`config.mk`:
```
export PLATFORM = sky130hd
export DESIGN_NAME = sy_ppl_bp_update
export DESIGN_NICKNAME = d
export VERILOG_FILES = /design/src/rtl/sy_ppl_bp_update.sv
export SDC_FILE = /design/constraint.sdc
export NUM_CORES = 1
export LEC_CHECK = 0
export CORE_MARGIN = 8
export CORE_UTILIZATION = 45
export CTS_BUF_LIST = sky130_fd_sc_hd__clkbuf_8
export DETAILED_ROUTE_END_ITERATION = 7
export GPL_TIMING_DRIVEN = 1
export PLACE_DENSITY_LB_ADDON = 0.15
export SLEW_MARGIN = 20
export SYNTH_ARGS = -nofsm -noshare
export SYNTH_HDL_FRONTEND = slang
export SYNTH_SLANG_ARGS = --single-unit
```
`constraint.sdc`:
```
create_clock -name clk_i -period 9.6 [get_ports clk_i]
set_clock_uncertainty 0.15 [all_clocks]
set_input_delay 0.96 -clock clk_i [delete_from_list [all_inputs] [get_ports clk_i]]
set_output_delay 0.96 -clock clk_i [all_outputs]
set_load 0.01 [all_outputs]
```
`src/rtl/sy_ppl_bp_update.sv`:
```
// Commit-side branch-predictor training: queues BHT/BTB records from up to two
// resolved control-flow commits per cycle and drains one per cycle to fetch.

package sy_ppl_bp_pkg;
  localparam int AWTH = 32;

  typedef enum logic [2:0] {
    QD_OTHER     = 3'd0,
    QD_BRANCH    = 3'd1,
    QD_JUMP      = 3'd2,
    QD_JALR      = 3'd3,
    QD_CALL_JAL  = 3'd4,
    QD_CALL_JALR = 3'd5,
    QD_RET       = 3'd6
  } qdec_type_e;

  typedef struct packed {
    logic            vld;
    logic [AWTH-1:0] pc;
    logic            taken;
  } bht_update_t;

  typedef struct packed {
    logic            vld;
    logic [AWTH-1:0] pc;
    logic [AWTH-1:0] target_address;
  } btb_update_t;
endpackage

module sy_ppl_bp_update
  import sy_ppl_bp_pkg::*;
#(
  parameter int QDEPTH = 4,
  parameter int CWTH   = 32
) (
  input  logic                  clk_i,
  input  logic                  rst_ni,
  input  logic [1:0]            cmt_vld_i,
  input  logic [1:0][AWTH-1:0]  cmt_pc_i,
  input  qdec_type_e [1:0]      cmt_type_i,
  input  logic [1:0]            cmt_is_c_i,
  input  logic [1:0]            cmt_taken_i,
  input  logic [1:0][AWTH-1:0]  cmt_target_i,
  input  logic [1:0][AWTH-1:0]  cmt_pred_npc_i,
  output logic                  cmt_rdy_o,
  output bht_update_t           bht_update_o,
  output btb_update_t           btb_update_o,
  output logic [CWTH-1:0]       br_cnt_o,
  output logic [CWTH-1:0]       mispred_cnt_o
);

  localparam int AW   = $clog2(QDEPTH);
  localparam int PTRW = AW + 1;

  typedef struct packed {
    logic            is_btb;
    logic [AWTH-1:0] pc;
    logic            taken;
    logic [AWTH-1:0] target;
  } entry_t;

  function automatic logic [CWTH-1:0] sat_add(input logic [CWTH-1:0] a,
                                              input logic [1:0]      b);
    logic [CWTH:0] s;
    s = {1'b0, a} + (CWTH+1)'(b);
    return s[CWTH] ? {CWTH{1'b1}} : s[CWTH-1:0];
  endfunction

  entry_t          r_q [QDEPTH];
  logic [PTRW-1:0] r_wptr;
  logic [PTRW-1:0] r_rptr;
  bht_update_t     r_bht;
  btb_update_t     r_btb;
  logic [CWTH-1:0] r_br_cnt;
  logic [CWTH-1:0] r_mis_cnt;

  logic [PTRW-1:0] w_occ;
  logic            w_rdy;
  logic [1:0]      w_acc;
  logic [1:0]      w_cf;
  logic [1:0]      w_mis;
  logic [1:0]      w_rec_vld;
  logic [AWTH-1:0] w_npc [2];
  entry_t          w_rec [2];
  entry_t          w_wdata0;
  entry_t          w_wdata1;
  logic            w_we0;
  logic            w_we1;
  logic [AW-1:0]   w_widx0;
  logic [AW-1:0]   w_widx1;
  logic [AW-1:0]   w_ridx;
  logic [1:0]      w_push_n;
  logic [1:0]      w_br_inc;
  logic [1:0]      w_mis_inc;

  // Readiness looks only at registered occupancy so it never depends on the pop.
  assign w_occ     = r_wptr - r_rptr;
  assign w_rdy     = (w_occ <= PTRW'(QDEPTH - 2));
  assign cmt_rdy_o = w_rdy;

  always_comb begin
    w_acc     = '0;
    w_cf      = '0;
    w_mis     = '0;
    w_rec_vld = '0;
    for (int i = 0; i < 2; i++) begin
      w_npc[i] = cmt_taken_i[i] ? cmt_target_i[i]
                                : cmt_pc_i[i] + (cmt_is_c_i[i] ? AWTH'(2) : AWTH'(4));
      w_rec[i]        = '0;
      w_rec[i].is_btb = (cmt_type_i[i] == QD_JALR) || (cmt_type_i[i] == QD_CALL_JALR);
      w_rec[i].pc     = cmt_pc_i[i];
      w_rec[i].taken  = cmt_taken_i[i];
      w_rec[i].target = cmt_target_i[i];
      w_acc[i]        = cmt_vld_i[i] && w_rdy;
      w_cf[i]         = w_acc[i] && (cmt_type_i[i] != QD_OTHER);
      w_mis[i]        = w_cf[i] && (w_npc[i] != cmt_pred_npc_i[i]);
      w_rec_vld[i]    = w_acc[i] && ((cmt_type_i[i] == QD_BRANCH) || w_rec[i].is_btb);
    end
  end

  // A lone record always lands at the head, whichever slot produced it.
  assign w_we0     = |w_rec_vld;
  assign w_we1     = &w_rec_vld;
  assign w_wdata0  = w_rec_vld[0] ? w_rec[0] : w_rec[1];
  assign w_wdata1  = w_rec[1];
  assign w_widx0   = r_wptr[AW-1:0];
  assign w_widx1   = r_wptr[AW-1:0] + AW'(1);
  assign w_ridx    = r_rptr[AW-1:0];
  assign w_push_n  = {1'b0, w_rec_vld[0]} + {1'b0, w_rec_vld[1]};
  assign w_br_inc  = {1'b0, w_cf[0]} + {1'b0, w_cf[1]};
  assign w_mis_inc = {1'b0, w_mis[0]} + {1'b0, w_mis[1]};

  always_ff @(posedge clk_i) begin
    if (w_we0) r_q[w_widx0] <= w_wdata0;
    if (w_we1) r_q[w_widx1] <= w_wdata1;
  end

  always_ff @(posedge clk_i or negedge rst_ni) begin
    if (!rst_ni) begin
      r_wptr    <= '0;
      r_br_cnt  <= '0;
      r_mis_cnt <= '0;
    end else begin
      r_wptr    <= r_wptr + PTRW'(w_push_n);
      r_br_cnt  <= sat_add(r_br_cnt, w_br_inc);
      r_mis_cnt <= sat_add(r_mis_cnt, w_mis_inc);
    end
  end

  // Drain stage: the oldest entry moves into the update registers each cycle.
  always_ff @(posedge clk_i or negedge rst_ni) begin
    if (!rst_ni) begin
      r_rptr <= '0;
      r_bht  <= '0;
      r_btb  <= '0;
    end else if (w_occ != '0) begin
      r_rptr <= r_rptr + PTRW'(1);
      if (r_q[w_ridx].is_btb) begin
        r_btb.vld            <= 1'b1;
        r_btb.pc             <= r_q[w_ridx].pc;
        r_btb.target_address <= r_q[w_ridx].target;
        r_bht.vld            <= 1'b0;
      end else begin
        r_bht.vld   <= 1'b1;
        r_bht.pc    <= r_q[w_ridx].pc;
        r_bht.taken <= r_q[w_ridx].taken;
        r_btb.vld   <= 1'b0;
      end
    end else begin
      r_bht.vld <= 1'b0;
      r_btb.vld <= 1'b0;
    end
  end

  assign bht_update_o  = r_bht;
  assign btb_update_o  = r_btb;
  assign br_cnt_o      = r_br_cnt;
  assign mispred_cnt_o = r_mis_cnt;

endmodule

```
-- Word level (Yosys, flattened, before mapping)
Memories as Yosys holds them, arrays and structs flattened.
Cells that the tools add are included.
- output and inout port bits: 164
- input port bits: 206
- bits in writable memories: 264
- logic and storage cells: 66
- register bits: 169
- memories kept: 1
- memory list (name ; depth ; bits a word ; read ports ; clocked after memory_dff ; wr ports ; line ; RTL):
    r_q ; 4 ; 66 ; 1 ; 0 ; 2 ; 69 ; entry_t r_q [QDEPTH];
- bitwise logic cells: 1
- add/subtract/negate cells: 11
- reduce and logical (&&, ||, !) cells: 19
- eq/ne operators: 8
- mux-type cells: 15
- order comparisons: 1
- operators by type and width (operator ; count):
    $mux W32 ; 4
    $add A32 B2 Y33 ; 2
    $mux W66 ; 1
    $add A32 B3 Y32 ; 2
    $ne A32 B32 Y1 ; 2
    $reduce_bool A3 Y1 ; 3
    $logic_and A1 B1 Y1 ; 8
    $mux W1 ; 8
    $add A1 B1 Y2 ; 3
    $eq A3 B1 Y1 const B ; 2
    $eq A3 B2 Y1 const B ; 2
    $eq A3 B3 Y1 const B ; 2
    $mux W3 ; 2
    $reduce_and A2 Y1 ; 3
    $logic_or A1 B1 Y1 ; 4
    $add A3 B1 Y3 const B ; 1
    $add A3 B2 Y3 ; 1
    $le A3 B2 Y1 const B ; 1
    $sub A3 B3 Y3 ; 1
    $add A2 B1 Y2 const B ; 1
    $reduce_or A2 Y1 ; 1
    $not A1 Y1 ; 1

-- Depth between registers and ports, before layout
Gate-level depths: netlist of the first run.
- depth in word-level cells: 8
- mapped depth: 22
- gate-level depth less buffers: 20

-- Worst setup path before layout of the first run
Ideal clock, no wire load.
- path type: flip-flop to flip-flop
- start: register r_rptr[1]
- end: memory r_q[0][0] in the netlist's numbering, enable pin
- cell stages (with the launch flop): 13
- library setup time: 0.581 ns
- clock period less this slack: 8.129 ns
- path buffers: 4
- arrival time: 7.398 ns
- data required time: 8.869 ns
- setup slack: 1.471 ns
- cells stage by stage: dfrtp_1 > clkbuf_1 > clkbuf_1 > buf_1 > inv_1 > fa_1 > xor2_1 > xnor2_1 > a21oi_2 > and4_1 > buf_4 > nand2_1 > o21ai_0
- RTL lines (item ; line ; RTL):
    start, declared ; 71 ; logic [PTRW-1:0] r_rptr;
    start signal, assigned ; 157 ; r_rptr <= r_rptr + PTRW'(1);
    end, declared ; 69 ;

-- Final worst setup path of the first run
- start: input port cmt_pc_i[1] in the netlist's numbering
- end: register r_mis_cnt[6], in the netlist mispred_cnt_o[6]
- longest elaborated chain between the ends: 7
- RTL lines (item ; line ; RTL):
    start, declared ; 39 ; input logic [1:0][AWTH-1:0] cmt_pc_i,
    $add A32 B3 Y32 ; 108 ; : cmt_pc_i[i] + (cmt_is_c_i[i] ? AWTH'(2) : AWTH'(4));
    $mux W32 ; 107 ; w_npc[i] = cmt_taken_i[i] ? cmt_target_i[i]
    $ne A32 B32 Y1 ; 116 ; w_mis[i] = w_cf[i] && (w_npc[i] != cmt_pred_npc_i[i]);
    $logic_and A1 B1 Y1 ; 116 ;
    $add A1 B1 Y2 ; 131 ; assign w_mis_inc = {1'b0, w_mis[0]} + {1'b0, w_mis[1]};
    $add A32 B2 Y33 ; 65 ; s = {1'b0, a} + (CWTH+1)'(b);
    $mux W32 ; 66 ; return s[CWTH] ? {CWTH{1'b1}} : s[CWTH-1:0];
    end signal, assigned ; 146 ; r_mis_cnt <= sat_add(r_mis_cnt, w_mis_inc);
    end, declared ; 75 ; logic [CWTH-1:0] r_mis_cnt;
No other way between the ends.
A chain may end at the register's enable or synchronous reset.

==> impl_metrics.py, run 1 <==
metrics = {
    "critical_path": {
        "start_kind": "primary input",
        "cpMaxStageDelayCell": "clkdlybuf4s50_1",
        "cp_num_buf_inv": 3,
        "worstPathArrival_ps": 7120,
        "cpLargestDelayFamily": "simple AND/OR/NAND/NOR gates",
        "crit_type": "primary input to flip-flop",
        "worstPathCellList": "clkdlybuf4s50_1 > ha_1 > inv_1 > fa_1 > nand4b_2 > nor4_4 > mux2i_1 > o22ai_1 > or4_1 > a221oi_2 > nand4bb_1 > o31ai_1 > fa_1 > inv_1 > ha_1 > nand3_1 > nor4_1 > and2_1 > and3_1 > nand2_1 > o21ai_0",
        "critPathRequiredTime_ps": 9910,
        "setup.worst_path.end_class": "flip-flop",
        "crit_path_max_incr_delay_ps": 660,
        "path_max_fanout": 27,
    },
    "sta": {
        "final-setup-viol-count": 0,
        "tns_ps": 0,
        "finalWorstSetupSlack_ps": 2797,
        "worst_hold_slack_ps": 264.0,
        "clock.fmax_mhz": 147.0,
        "max-slew-margin-rel_pct": 24.63,
        "maxSlewViolCount": 0,
        "hold_viol": 0,
        "post-route-period-util_pct": 70.87,
        "period_minus_slack_ps": 6803,
        "rsz0062_at_grt": "no",
        "worst_slew_pin_slew_ps": 1131,
    },
    "power_and_ir_drop": {
        "p_leak_nw": 10.73,
        "ir_drop_mv": 0.2778,
        "power_density_nw_per_um2": 270.8,
    },
    "route": {
        "via_count": 16698,
        "drt-initial-drc-count": 1293,
        "routed_wl_mm": 77.02,
        "ant_nets": 0,
        "dr.pass1.iters": 5,
        "viasPerCell": 5.766,
        "route.detailed.drc": 0,
        "drt-wirelength-per-cell_um": 26.60,
    },
    "layout": {
        "area_delta_synth_final_pct": 24.65,
        "design_area_um2": 29210,
        "drive_above_1_share_pct": 22.87,
        "num-nets-final": 2372,
        "fillers": 4382,
    },
    "clock_tree": {
        "numCtsBuffers": 76,
        "clock-sinks": 433,
        "post_cts_resized": 0,
        "clkLatencyLatePin_ps": 630,
        "holdBufCountCts": 0,
        "htree_levels": 3,
        "clock-root-buffer": "clkbuf_8",
        "clk_pin_slew_ps": 60,
        "post_cts_buffers": 0,
        "clockBufferDepth": 3,
        "cts_tree": "yes",
    },
    "global_routing": {
        "track_usage_pct": 25.24,
        "antenna_found_initial": 15,
        "grt_overflow": 0,
        "grt_pass1_wl_mm": 113.2,
        "grt_max_degree": 95,
        "grt_pass1_vias": 17149,
    },
    "synthesis": {
        "ys_ff_latch": 433,
        "seq_area_frac_synth_pct": 51.88,
        "ys_warn_count": 0,
        "synth_top_cell_by_area": "edfxtp_1",
        "synth_cells": 1789,
        "synth-async-reset-ratio_pct": 39.03,
        "netlist.area_leader.share_pct": 33.83,
        "synth.distinct_cells": 81,
        "avgSynthCellArea_um2": 13.10,
        "synth_ff_type": "edfxtp_1",
        "ys_top_cells_by_area": "edfxtp_1 (34%), dfrtp_1 (18%), mux2_2 (13%), mux4_2 (6.3%), xnor2_1 (3.7%)",
        "synth_edf_count": 264,
        "syn_nets": 2010,
        "syn_area_um2": 23430,
        "yosysMostFrequentCell": "mux2_2",
        "synth_common_cells": "mux2_2 (278), edfxtp_1 (264), dfrtp_1 (169)",
    },
    "die": {
        "die-width_um": 244.2,
        "fp.dieArea_um2": 59630,
        "rows": 83,
        "die_h_um": 244.2,
        "core_um2": 51410,
        "pin_count": 370,
        "start_util_pct": 45.58,
    },
    "placement": {
        "hpwlAfterDp_mm": 56.05,
        "place.gp.congestion": 0.9272,
        "port_buffers": 369,
        "dpl_cell_area_um2": 27660,
        "place_ws_ps": 2159,
    },
    "outcome": {
        "status": "complete, no violations",
    },
    "job": {
        "maxCapViolCount": 0,
    },
    "worst_hold_path": {
        "worst_hold_path_type": "primary input to asynchronous set/reset pin",
    },
}
[cell type report]
cell class / instances / area, µm² / area share, %
repair buffers: 393 / 3891 / 13.32
multi-input cells: 1203 / 10610 / 36.34
clock buffers: 93 / 1280 / 4.382
inverters: 44 / 165.2 / 0.5655
well taps: 680 / 850.8 / 2.913
flip-flops and latches: 433 / 12160 / 41.64
diodes: 8 / 20.02 / 0.06854
clock inverters: 42 / 225.2 / 0.7711
[metal layers]
layer / track usage [%] / share of wire (%) / vias to the layer above / routed length (µm)
li1: - / - / 7481 / -
met1: 32.83 / 42 / 8468 / 32230
met2: 40.98 / 48 / 622 / 36690
met3: 6.944 / 7.7 / 113 / 5965
met4: 7.676 / 2.7 / 14 / 2046
met5: 0 / 0.11 / - / 87
[cells by family (layout without fill, tap and decap cells)]
family / count (synthesis) / after routing / synth area share, %
fa+ha+maj: 15 / 15 / 0.9932
buf+inv: 153 / 572 / 3.086
compound gates: 184 / 184 / 5.270
simple gates: 421 / 421 / 9.542
flops: 433 / 433 / 51.88
xor+xnor: 180 / 180 / 6.728
other cells: 0 / 8 / 0
mux: 403 / 403 / 22.50
[path summary, 6_finish.rpt]
check,start,to,slack (ps),cells past startpoint
hold reg to reg,r_wptr[2]$_DFF_PN0_,r_wptr[2]$_DFF_PN0_,340,1
setup reg to reg,r_rptr[1]$_DFFE_PN0P_,mispred_cnt_o[1]$_DFF_PN0_,3690,16
min in group clk_i,r_wptr[2]$_DFF_PN0_,r_wptr[2]$_DFF_PN0_,340,1
hold / removal,rst_ni,br_cnt_o[14]$_DFF_PN0_,260,1
setup / recovery,cmt_pc_i[1],mispred_cnt_o[6]$_DFF_PN0_,2800,21
max in group asynchronous,rst_ni,btb_update_o[5]$_DFFE_PN0P_,7790,2
[sequential cells by signal, indices dropped and copies added (netlist names)]
| name | cells |
|---|---|
| bht_update_o | 34 |
| mispred_cnt_o | 32 |
| r_q | 264 |
| btb_update_o | 65 |
| br_cnt_o | 32 |
| r_wptr | 3 |
| r_rptr | 3 |
[power breakdown]
part	leakage (nW)	total [mW]	switching, mW	internal, mW
clock	0.882	1.68	0.756	0.925
combinational	5.38	3.34	1.59	1.75
sequential	4.47	2.88	0.301	2.58
[metrics by stage]
step	total power, mW	utilization (%)	std cells
floorplan	4.961	-	1789
global placement	6.242	53.81	2752
detailed placement	6.308	53.81	2752
CTS	8.012	56.73	2887
global route	8.317	56.81	2894
finish	7.910	56.82	2896
[cells in the final DEF, fill, tap and decap left out, drive strengths merged, types with 8 or more instances in the layout]
cell type and count:
nor4 21, inv 74, a31oi 15, and3 27
xor2 80, and4 14, nand2b 11, clkdlybuf4s50 368
dfrtp 169, nand3 47, edfxtp 264, nand2 143
a21oi 33, clkbuf 93, mux2 329, nor2 53
nor3 29, ha 9, o21ai 67, clkinv 9
mux4 66, diode 8, xnor2 100, nand4 46
buf 25, mux2i 8
No activity file was read; power rests on OpenSTA's default activity.
==> run 2: changes to the inputs <==
Clock period 9.6 ns to 6.8 ns, I/O delays scaled along.
==> impl_metrics.py, run 2 (synthesis gave the netlist of run 1 again) <==
metrics = {
    "sta": {
        "clock.fmax_mhz": 165.1,
        "tns_ps": 0,
        "hold_viol": 0,
        "period_minus_slack_ps": 6056,
        "post-route-period-util_pct": 89.06,
        "worst_hold_slack_ps": 345.9,
        "final-setup-viol-count": 0,
        "max-slew-margin-rel_pct": 39.27,
        "worst_slew_pin_slew_ps": 911.0,
        "maxSlewViolCount": 0,
        "rsz0062_at_grt": "no",
    },
    "layout": {
        "drive_above_1_share_pct": 24.09,
        "area_delta_synth_final_pct": 25.84,
        "largest_register_ff_count": 264,
        "final_common_cell": "clkdlybuf4s50_1",
        "layout_common_cells": "clkdlybuf4s50_1 (368), mux2_2 (278), edfxtp_1 (264)",
        "fillers": 4325,
        "final_cells": 2931,
        "top_register": "r_q",
        "num-nets-final": 2400,
    },
    "worst_hold_path": {
        "min_to": "r_wptr[2]$_DFF_PN0_",
        "hold_depth": 1,
        "min_from": "r_wptr[2]$_DFF_PN0_",
        "worst_hold_path_type": "flip-flop to flip-flop",
    },
    "power_and_ir_drop": {
        "power.switching_mw": 3.788,
        "p_leak_nw": 10.90,
        "p_sw_share_pct": 33.65,
        "pwr-share-clk_pct": 21.7,
        "p_comb_share_pct": 43.2,
        "power_density_nw_per_um2": 381.7,
        "ir_drop_mv": 0.2533,
        "seqPwrFrac_pct": 35.1,
        "p_int_mw": 7.468,
    },
    "clock_tree": {
        "clockBufferDepth": 3,
        "clock-sinks": 433,
        "clock-root-buffer": "clkbuf_8",
        "clk_pin_slew_ps": 60,
        "numCtsBuffers": 77,
        "cts_tree": "yes",
        "holdBufCountCts": 1,
        "post_cts_buffers": 0,
        "htree_levels": 3,
        "clkLatencyLatePin_ps": 680,
        "post_cts_resized": 0,
    },
    "critical_path": {
        "path_max_fanout": 24,
        "worstPathArrival_ps": 6490,
        "start_kind": "primary input",
        "reg2reg_depth": 20,
        "setup.worst_path.end_class": "flip-flop",
        "worstReg2RegEnd": "mispred_cnt_o[6]$_DFF_PN0_",
        "r2r_start": "r_wptr[0]$_DFF_PN0_",
        "crit_type": "primary input to flip-flop",
        "r2r_setup_slack_ps": 1530,
        "critPathRequiredTime_ps": 7230,
    },
    "route": {
        "drt-initial-drc-count": 1259,
        "dr.pass1.iters": 5,
        "viasPerCell": 5.786,
        "drt-wirelength-per-cell_um": 26.42,
        "via_count": 16960,
        "ant_nets": 0,
        "routed_wl_mm": 77.44,
        "route.detailed.drc": 0,
    },
    "outcome": {
        "status": "complete, no violations",
    },
    "global_routing": {
        "antenna_found_initial": 13,
        "grt_max_degree": 90,
        "grtUsageMet2_pct": 42.00,
        "track_usage_pct": 25.34,
        "grt_overflow": 0,
        "grt_pass1_vias": 17312,
        "use_met3_pct": 6.050,
        "grt_pass1_wl_mm": 114.1,
        "met1_usage_pct": 33.01,
        "top_usage_layer": "met2",
    },
    "placement": {
        "port_buffers": 369,
        "place.gp.congestion": 0.9218,
        "dp_cells": 2778,
        "hpwlAfterDp_mm": 56.82,
    },
    "die": {
        "rows": 83,
        "fp.dieArea_um2": 59630,
        "die_h_um": 244.2,
        "pin_count": 370,
        "core_um2": 51410,
        "die-width_um": 244.2,
        "start_util_pct": 45.58,
    },
    "job": {
        "maxCapViolCount": 0,
    },
}
[run 2: power groups by stage]
| stage | Sequential (mW) | Clock (mW) | Combinational, mW |
|---|---|---|---|
| after floorplan | 4.11 | 0 | 2.88 |
| after global placement | 3.97 | 0 | 4.84 |
| after detailed placement | 4.00 | 0 | 4.91 |
| after CTS | 3.95 | 2.50 | 4.93 |
| after global routing | 4.01 | 2.62 | 5.18 |
| final | 3.95 | 2.45 | 4.86 |
[run 2: worst max-delay path by stage]
stage / from / endpoint
global route: cmt_pc_i[1] / mispred_cnt_o[6]$_DFF_PN0_
global placement: cmt_pc_i[1] / mispred_cnt_o[8]$_DFF_PN0_
finish: cmt_pc_i[1] / mispred_cnt_o[6]$_DFF_PN0_
detailed placement: cmt_pc_i[1] / mispred_cnt_o[6]$_DFF_PN0_
floorplan: r_rptr[1]$_DFFE_PN0P_ / r_q[2][0]$_DFFE_PP_
CTS: cmt_pc_i[1] / mispred_cnt_o[26]$_DFF_PN0_
[run 2: metrics by stage]
stage               power [mW]  worst slack, ps  instance area, µm²  utilization (%)
floorplan                6.997            231.1               23430                -
global placement         8.810            203.0               27870            54.21
detailed placement       8.912            94.78               27870            54.21
CTS                      11.38            809.8               29440            57.28
global route             11.82            388.7               29470            57.34
finish                   11.26            743.7               29490            57.36
[run 2: final cells by class]
type / count / area, µm² / area share, %
antenna: 9 / 22.52 / 0.07638
sequential: 433 / 12160 / 41.24
inverter: 44 / 165.2 / 0.5601
tap: 680 / 850.8 / 2.885
multi-input combinational: 1203 / 10610 / 36.00
clock inverter: 41 / 177.7 / 0.6025
timing repair buffer: 420 / 4105 / 13.92
clock buffer: 101 / 1390 / 4.714
[run 2: per-layer routing]
metal	routed length (µm)	up-vias
li1	-	7546
met1	32380	8600
met2	37190	683
met3	6131	115
met4	1630	16
met5	101	-
[run 2: worst max-delay path: stages]
cell and delay, ps:
clkdlybuf4s50_1 660, ha_1 250, inv_1 60, fa_1 420, nand4b_2 330, nor4_4 440, buf_4 230, o21ai_0 80
o22a_1 190, nand4_1 120, nor4_1 50, o21ai_0 220, o31ai_1 120, buf_4 170, fa_1 460, inv_1 100
ha_1 190, nand3_1 130, nor4_1 460, and2_1 260, and3_1 350, nand2_1 210, buf_12 210, o21ai_0 80
==> run 3: changes to the inputs <==
Settings changed: CORE_MARGIN 8 to 1.5.
==> impl_metrics.py, run 3 (synthesis gave the netlist of run 1 again) <==
metrics = {
    "die": {
        "start_util_pct": 45.58,
        "die-width_um": 231.2,
        "pin_count": 370,
        "fp.dieArea_um2": 53450,
        "core_um2": 51410,
        "rows": 83,
        "die_h_um": 231.2,
    },
    "route": {
        "routed_wl_mm": 74.86,
        "drt-initial-drc-count": 1340,
        "ant_nets": 0,
        "dr.pass1.iters": 5,
        "viasPerCell": 5.817,
        "drt-wirelength-per-cell_um": 25.63,
        "route.detailed.drc": 0,
        "via_count": 16992,
    },
    "placement": {
        "hpwlAfterDp_mm": 54.39,
        "dp_cells": 2772,
        "port_buffers": 369,
        "place.gp.congestion": 0.9268,
    },
    "outcome": {
        "status": "complete, no violations",
    },
    "sta": {
        "rsz0062_at_grt": "no",
        "tns_ps": 0,
        "period_minus_slack_ps": 5969,
        "worst_slew_pin_slew_ps": 902.6,
        "post-route-period-util_pct": 87.79,
        "final-setup-viol-count": 0,
        "max-slew-margin-rel_pct": 38.27,
        "hold_viol": 0,
        "maxSlewViolCount": 0,
        "clock.fmax_mhz": 167.5,
    },
    "clock_tree": {
        "clkLatencyLatePin_ps": 680,
        "clock-sinks": 433,
        "clk_pin_slew_ps": 50,
        "post_cts_resized": 0,
        "numCtsBuffers": 78,
        "htree_levels": 3,
        "cts_tree": "yes",
        "post_cts_buffers": 0,
        "clock-root-buffer": "clkbuf_8",
        "clockBufferDepth": 3,
    },
    "power_and_ir_drop": {
        "ir_drop_mv": 0.2971,
        "power_density_nw_per_um2": 383.7,
        "p_leak_nw": 10.91,
    },
    "job": {
        "maxCapViolCount": 0,
    },
    "critical_path": {
        "crit_type": "primary input to flip-flop",
        "start_kind": "primary input",
        "path_max_fanout": 24,
        "setup.worst_path.end_class": "flip-flop",
        "worstPathArrival_ps": 6360,
        "critPathRequiredTime_ps": 7190,
    },
    "layout": {
        "layout_common_cells": "clkdlybuf4s50_1 (368), mux2_2 (278), edfxtp_1 (264)",
        "fillers": 4358,
        "top_register": "r_q",
        "seqCellArea_um2": 12160,
        "drive_above_1_share_pct": 23.95,
        "num-nets-final": 2395,
        "largest_register_ff_count": 264,
        "area_delta_synth_final_pct": 25.90,
        "final_cells": 2921,
        "final_common_cell": "clkdlybuf4s50_1",
        "multi_input_area_um2": 10610,
    },
    "global_routing": {
        "grt_max_degree": 74,
        "track_usage_pct": 28.02,
        "grt_pass1_vias": 16943,
        "grt_overflow": 0,
        "grt_pass1_wl_mm": 110.4,
        "antenna_found_initial": 6,
    },
    "worst_hold_path": {
        "worst_hold_path_type": "flip-flop to flip-flop",
    },
}
[run 3: cell types whose count changed in the layout (fill, tap and decap cells not counted)]
cell,change
clkbuf_8,+3
bufinv_16,+1
inv_6,-2
inv_1,+4
buf_4,-7
diode_2,-6
buf_12,+1
clkinvlp_4,+3
clkinv_2,-3
clkinv_1,-4
[run 3: per-layer routing]
metal	routed length (µm)	track usage (%)	vias up	share of wire, %
li1	-	-	7539	-
met1	31640	38.16	8606	42
met2	35220	44.16	704	47
met3	5549	5.623	135	7.4
met4	2396	10.85	8	3.2
met5	57	0	-	0.076
[run 3: worst max-delay path: stages]
cell and delay (ps):
clkdlybuf4s50_1 650, ha_1 250, inv_1 70, fa_1 440
nand4b_2 330, nor4_4 430, buf_4 220, mux2i_1 180
o22ai_1 90, or4_1 430, a221oi_2 230, nand4bb_1 140
o31ai_1 340, buf_4 180, fa_1 220, inv_1 70
ha_1 220, nand3_1 130, nor4_1 90, and2_1 190
and3_1 260, nand2_1 200, buf_12 190, o21ai_0 100
[run 3: what timing repair did]
action                                 4_1_cts  5_1_grt
setup endpoints to repair                    0        0
endpoints found under the hold margin       65        0
hold buffers                                 1        0
[run 3: worst paths after layout]
check	start	end	slack [ps]	depth (start not counted)
max	cmt_pc_i[1]	mispred_cnt_o[3]$_DFF_PN0_	830	24
min in group asynchronous	rst_ni	br_cnt_o[12]$_DFF_PN0_	400	2
max reg2reg	r_wptr[0]$_DFF_PN0_	mispred_cnt_o[3]$_DFF_PN0_	1590	20
min reg2reg	r_wptr[2]$_DFF_PN0_	r_wptr[2]$_DFF_PN0_	350	1
min	r_wptr[2]$_DFF_PN0_	r_wptr[2]$_DFF_PN0_	350	1
max in group asynchronous	rst_ni	r_rptr[0]$_DFFE_PN0P_	4750	3
[run 3: report_power, final]
part | internal [mW] | switching, mW
Combinational | 2.49 | 2.36
Sequential | 3.65 | 0.299
Clock | 1.40 | 1.12
[run 3: through the flow]
step / util (%) / instance area, µm² / hold WS [ps] / worst slack [ps] / power (mW)
after floorplan: - / 23430 / 234.4 / 231.1 / 6.997
after global placement: 54.15 / 27830 / 333.3 / 248.0 / 8.765
after detailed placement: 54.15 / 27830 / 337.7 / 173.5 / 8.872
after CTS: 57.33 / 29470 / 347.2 / 896.2 / 11.43
after global routing: 57.38 / 29500 / 368.2 / 356.4 / 11.88
final: 57.39 / 29500 / 347.9 / 830.6 / 11.32
[run 3: cell type report]
type / count / area share [%]
clock buffer: 104 / 4.852
tap: 680 / 2.884
timing repair buffer: 414 / 13.81
multi-input combinational: 1203 / 35.98
sequential: 433 / 41.22
antenna: 3 / 0.02545
clock inverter: 40 / 0.6701
inverter: 44 / 0.5598
==> variant, RTL diff (flow settings as in run 2) <==
Make the reset (`rst_ni`) synchronous in 2 clocked blocks.
--- a/src/rtl/sy_ppl_bp_update.sv
+++ b/src/rtl/sy_ppl_bp_update.sv
@@ -135,7 +135,7 @@
     if (w_we1) r_q[w_widx1] <= w_wdata1;
   end
 
-  always_ff @(posedge clk_i or negedge rst_ni) begin
+  always_ff @(posedge clk_i) begin
     if (!rst_ni) begin
       r_wptr    <= '0;
       r_br_cnt  <= '0;
@@ -148,7 +148,7 @@
   end
 
   // Drain stage: the oldest entry moves into the update registers each cycle.
-  always_ff @(posedge clk_i or negedge rst_ni) begin
+  always_ff @(posedge clk_i) begin
     if (!rst_ni) begin
       r_rptr <= '0;
       r_bht  <= '0;
Check against the original RTL: differs if rst_ni is asserted again (counterexample within 4 cycles, from zero or initial values and one cycle with rst_ni low); with rst_ni held inactive, the same outputs for 4 cycles.
==> variant against run 2 <==
  * Area after synthesis shrank 1.7%
  * Setup slack gained 120 ps
  * Non-clock buffer count shrank 2
  * Wire length grew 6.8%
  * Design area shrank 1.6%
  * Highest routed layer unchanged
  * Power shrank 11%
  * Sequential cell count grew 2
  * Largest cell class unchanged
==> variant: results (changes against run 2) <==
Worst Reg-to-Reg Cells -> 19 (-5.0%)
Hold path start -> bht_update_o[27]
Fraction of layout cells with a size suffix above 1 -> 0.190 (-0.0509)
Initial DRT Pass Iterations -> 6 (+1)
Worst r2r src -> r_wptr[0]
Yosys cell types -> 82 (+1.2%)
Asr flop ratio synth -> 0 (-0.390)
CP max FO -> 28 (+17%)
R2r setup slk -> 1350 ps (-180 ps)
Worst Hold Depth -> 2 (+1)
M1 GR Usage -> 0.354 (+0.0236)
Class of the worst hold path -> flop to flop
DR vias/cell -> 5.76 (-0.39%)
Run status -> complete, no violations
Later-pin clock latency in the skew report -> 670 ps
WL/cell -> 26.0 um (-1.7%)
Pleak -> 9.80 nW (-10%)
Most used flip-flop cell after synthesis -> edfxtp_1
M3 GR Usage -> 0.0811 (+0.0206)
Ranking of synthesized cells by area -> edfxtp_1, dfxtp_1, mux2_2, mux4_2, nand2_1
I/O Buffers -> 369 (unchanged)
VDD IR-drop max -> 0.371 mV (+47%)
Routability Congestion -> 0.963 (+4.5%)
Top cells by count, synth -> nand2_1, edfxtp_1, mux2_2
Syn_nets -> 2301 (+14%)
Post-synthesis sequential area ratio -> 0.493 (-0.0263)
Dpl hpwl -> 60.3 mm (+6.1%)
First-pass GRT wire length -> 122 mm (+6.6%)
Via count -> 18400 (+8.3%)
CP arrival -> 6290 ps (-200 ps)
FILL cells -> 4487 (+3.7%)
Initial DRC count -> 1431 (+14%)
Overall routing resource usage -> 0.272 (+0.0191)
Actual slew at the worst max-slew pin -> 1160 ps (+251 ps)
Synth Area per Inst -> 11.1 um^2 (-15%)
Worst hold margin -> 303 ps (-42.6 ps)
Nets -> 2658 (+11%)
Inst Count DP -> 3038 (+9.4%)
Largest net degree at the start of global routing -> 98 (+8.9%)
Clock slew seen by the registers of the worst setup and hold paths -> 60 ps (about the same)
Reg2reg end -> br_cnt_o[1]
Most frequent cell after synthesis -> nand2_1
Sink of the worst hold path -> bht_update_o[27]
Initial antenna violation count -> 14 (+1)
GR Util met2 -> 0.422 (+0.00247)
==> variant: cell types whose count changed in the layout (fill, tap and decap cells not counted), moves of 13 or more <==
| cell | run 2 | this run |
|---|---|---|
| a21oi_1 | 30 | 181 |
| clkbuf_8 | 101 | 88 |
| dfrtp_1 | 167 | 0 |
| dfxtp_1 | 0 | 169 |
| inv_1 | 69 | 92 |
| mux2_1 | 51 | 0 |
| mux2_2 | 278 | 224 |
| nand2_1 | 143 | 309 |
==> variant: final cells by class <==
| class | count | area share |
|---|---|---|
| diodes | 5 | 0.000431 |
| clock buffers | 88 | 0.0417 |
| clock inverters | 55 | 0.0104 |
| inverters | 56 | 0.00733 |
| multi-input cells | 1449 | 0.379 |
| flip-flops and latches | 435 | 0.391 |
| well taps | 680 | 0.0293 |
| repair buffers | 418 | 0.141 |
==> variant: worst max path at each step <==
stage | from | end | slack, ps | cells past startpoint
after global routing | cmt_pc_i[33] | mispred_cnt_o[16] | 430 | 22
after detailed placement | cmt_is_c_i[1] | mispred_cnt_o[29] | 270 | 21
after floorplan | r_wptr[0] | r_q[2][0] | 690 | 11
after CTS | cmt_is_c_i[1] | mispred_cnt_o[29] | 980 | 21
final | cmt_pc_i[33] | mispred_cnt_o[25] | 870 | 22
after global placement | cmt_is_c_i[1] | mispred_cnt_o[0] | 440 | 22
==> variant: logic make-up after synthesis <==
group                      share of synthesized area
AOI/OAI and AO/OA                             0.0932
DFF                                            0.493
buffers and inverters                         0.0349
and+or+nand+nor                                0.125
xor gates and xnor gates                      0.0665
adders and majority gates                     0.0101
muxes                                          0.177
==> variant: worst max-delay path, cell delays in order <==
cell,delay [ps]
clkdlybuf4s50_1,580
ha_1,250
inv_1,70
fa_1,420
nand4b_4,270
nor4_2,580
o32ai_1,160
a211oi_1,240
o21ai_0,90
or4_1,570
nor4_1,540
a21bo_1,240
fa_1,280
inv_1,60
ha_1,230
nand4_1,140
nor2_1,110
nand2_1,160
nor3_1,120
nand2_1,80
buf_4,290
a21oi_1,120
==> variant: metrics by stage <==
stage	total power, mW	area [um^2]	utilization	worst slack, ps
2_1_floorplan	5.94	23000	-	687
3_3_place_gp	7.70	27500	0.539	440
3_5_place_dp	7.75	27500	0.539	265
4_1_cts	10.1	29000	0.569	977
5_1_grt	10.5	29000	0.569	431
6_report	10.0	29000	0.569	867
==> variant: where the power goes <==
group / switching, mW / internal, mW / total [mW] / leakage (nW)
registers: 0.313 / 3.46 / 3.77 / 3.79
clock network: 1.13 / 1.24 / 2.37 / 0.896
logic: 2.20 / 1.71 / 3.91 / 5.12
==> variant: layer usage <==
metal / vias up / part of all wire
li1: 8390 / -
met2: 752 / 0.46
met5: - / 0.0015
met3: 165 / 0.080
met1: 9039 / 0.42
met4: 18 / 0.039
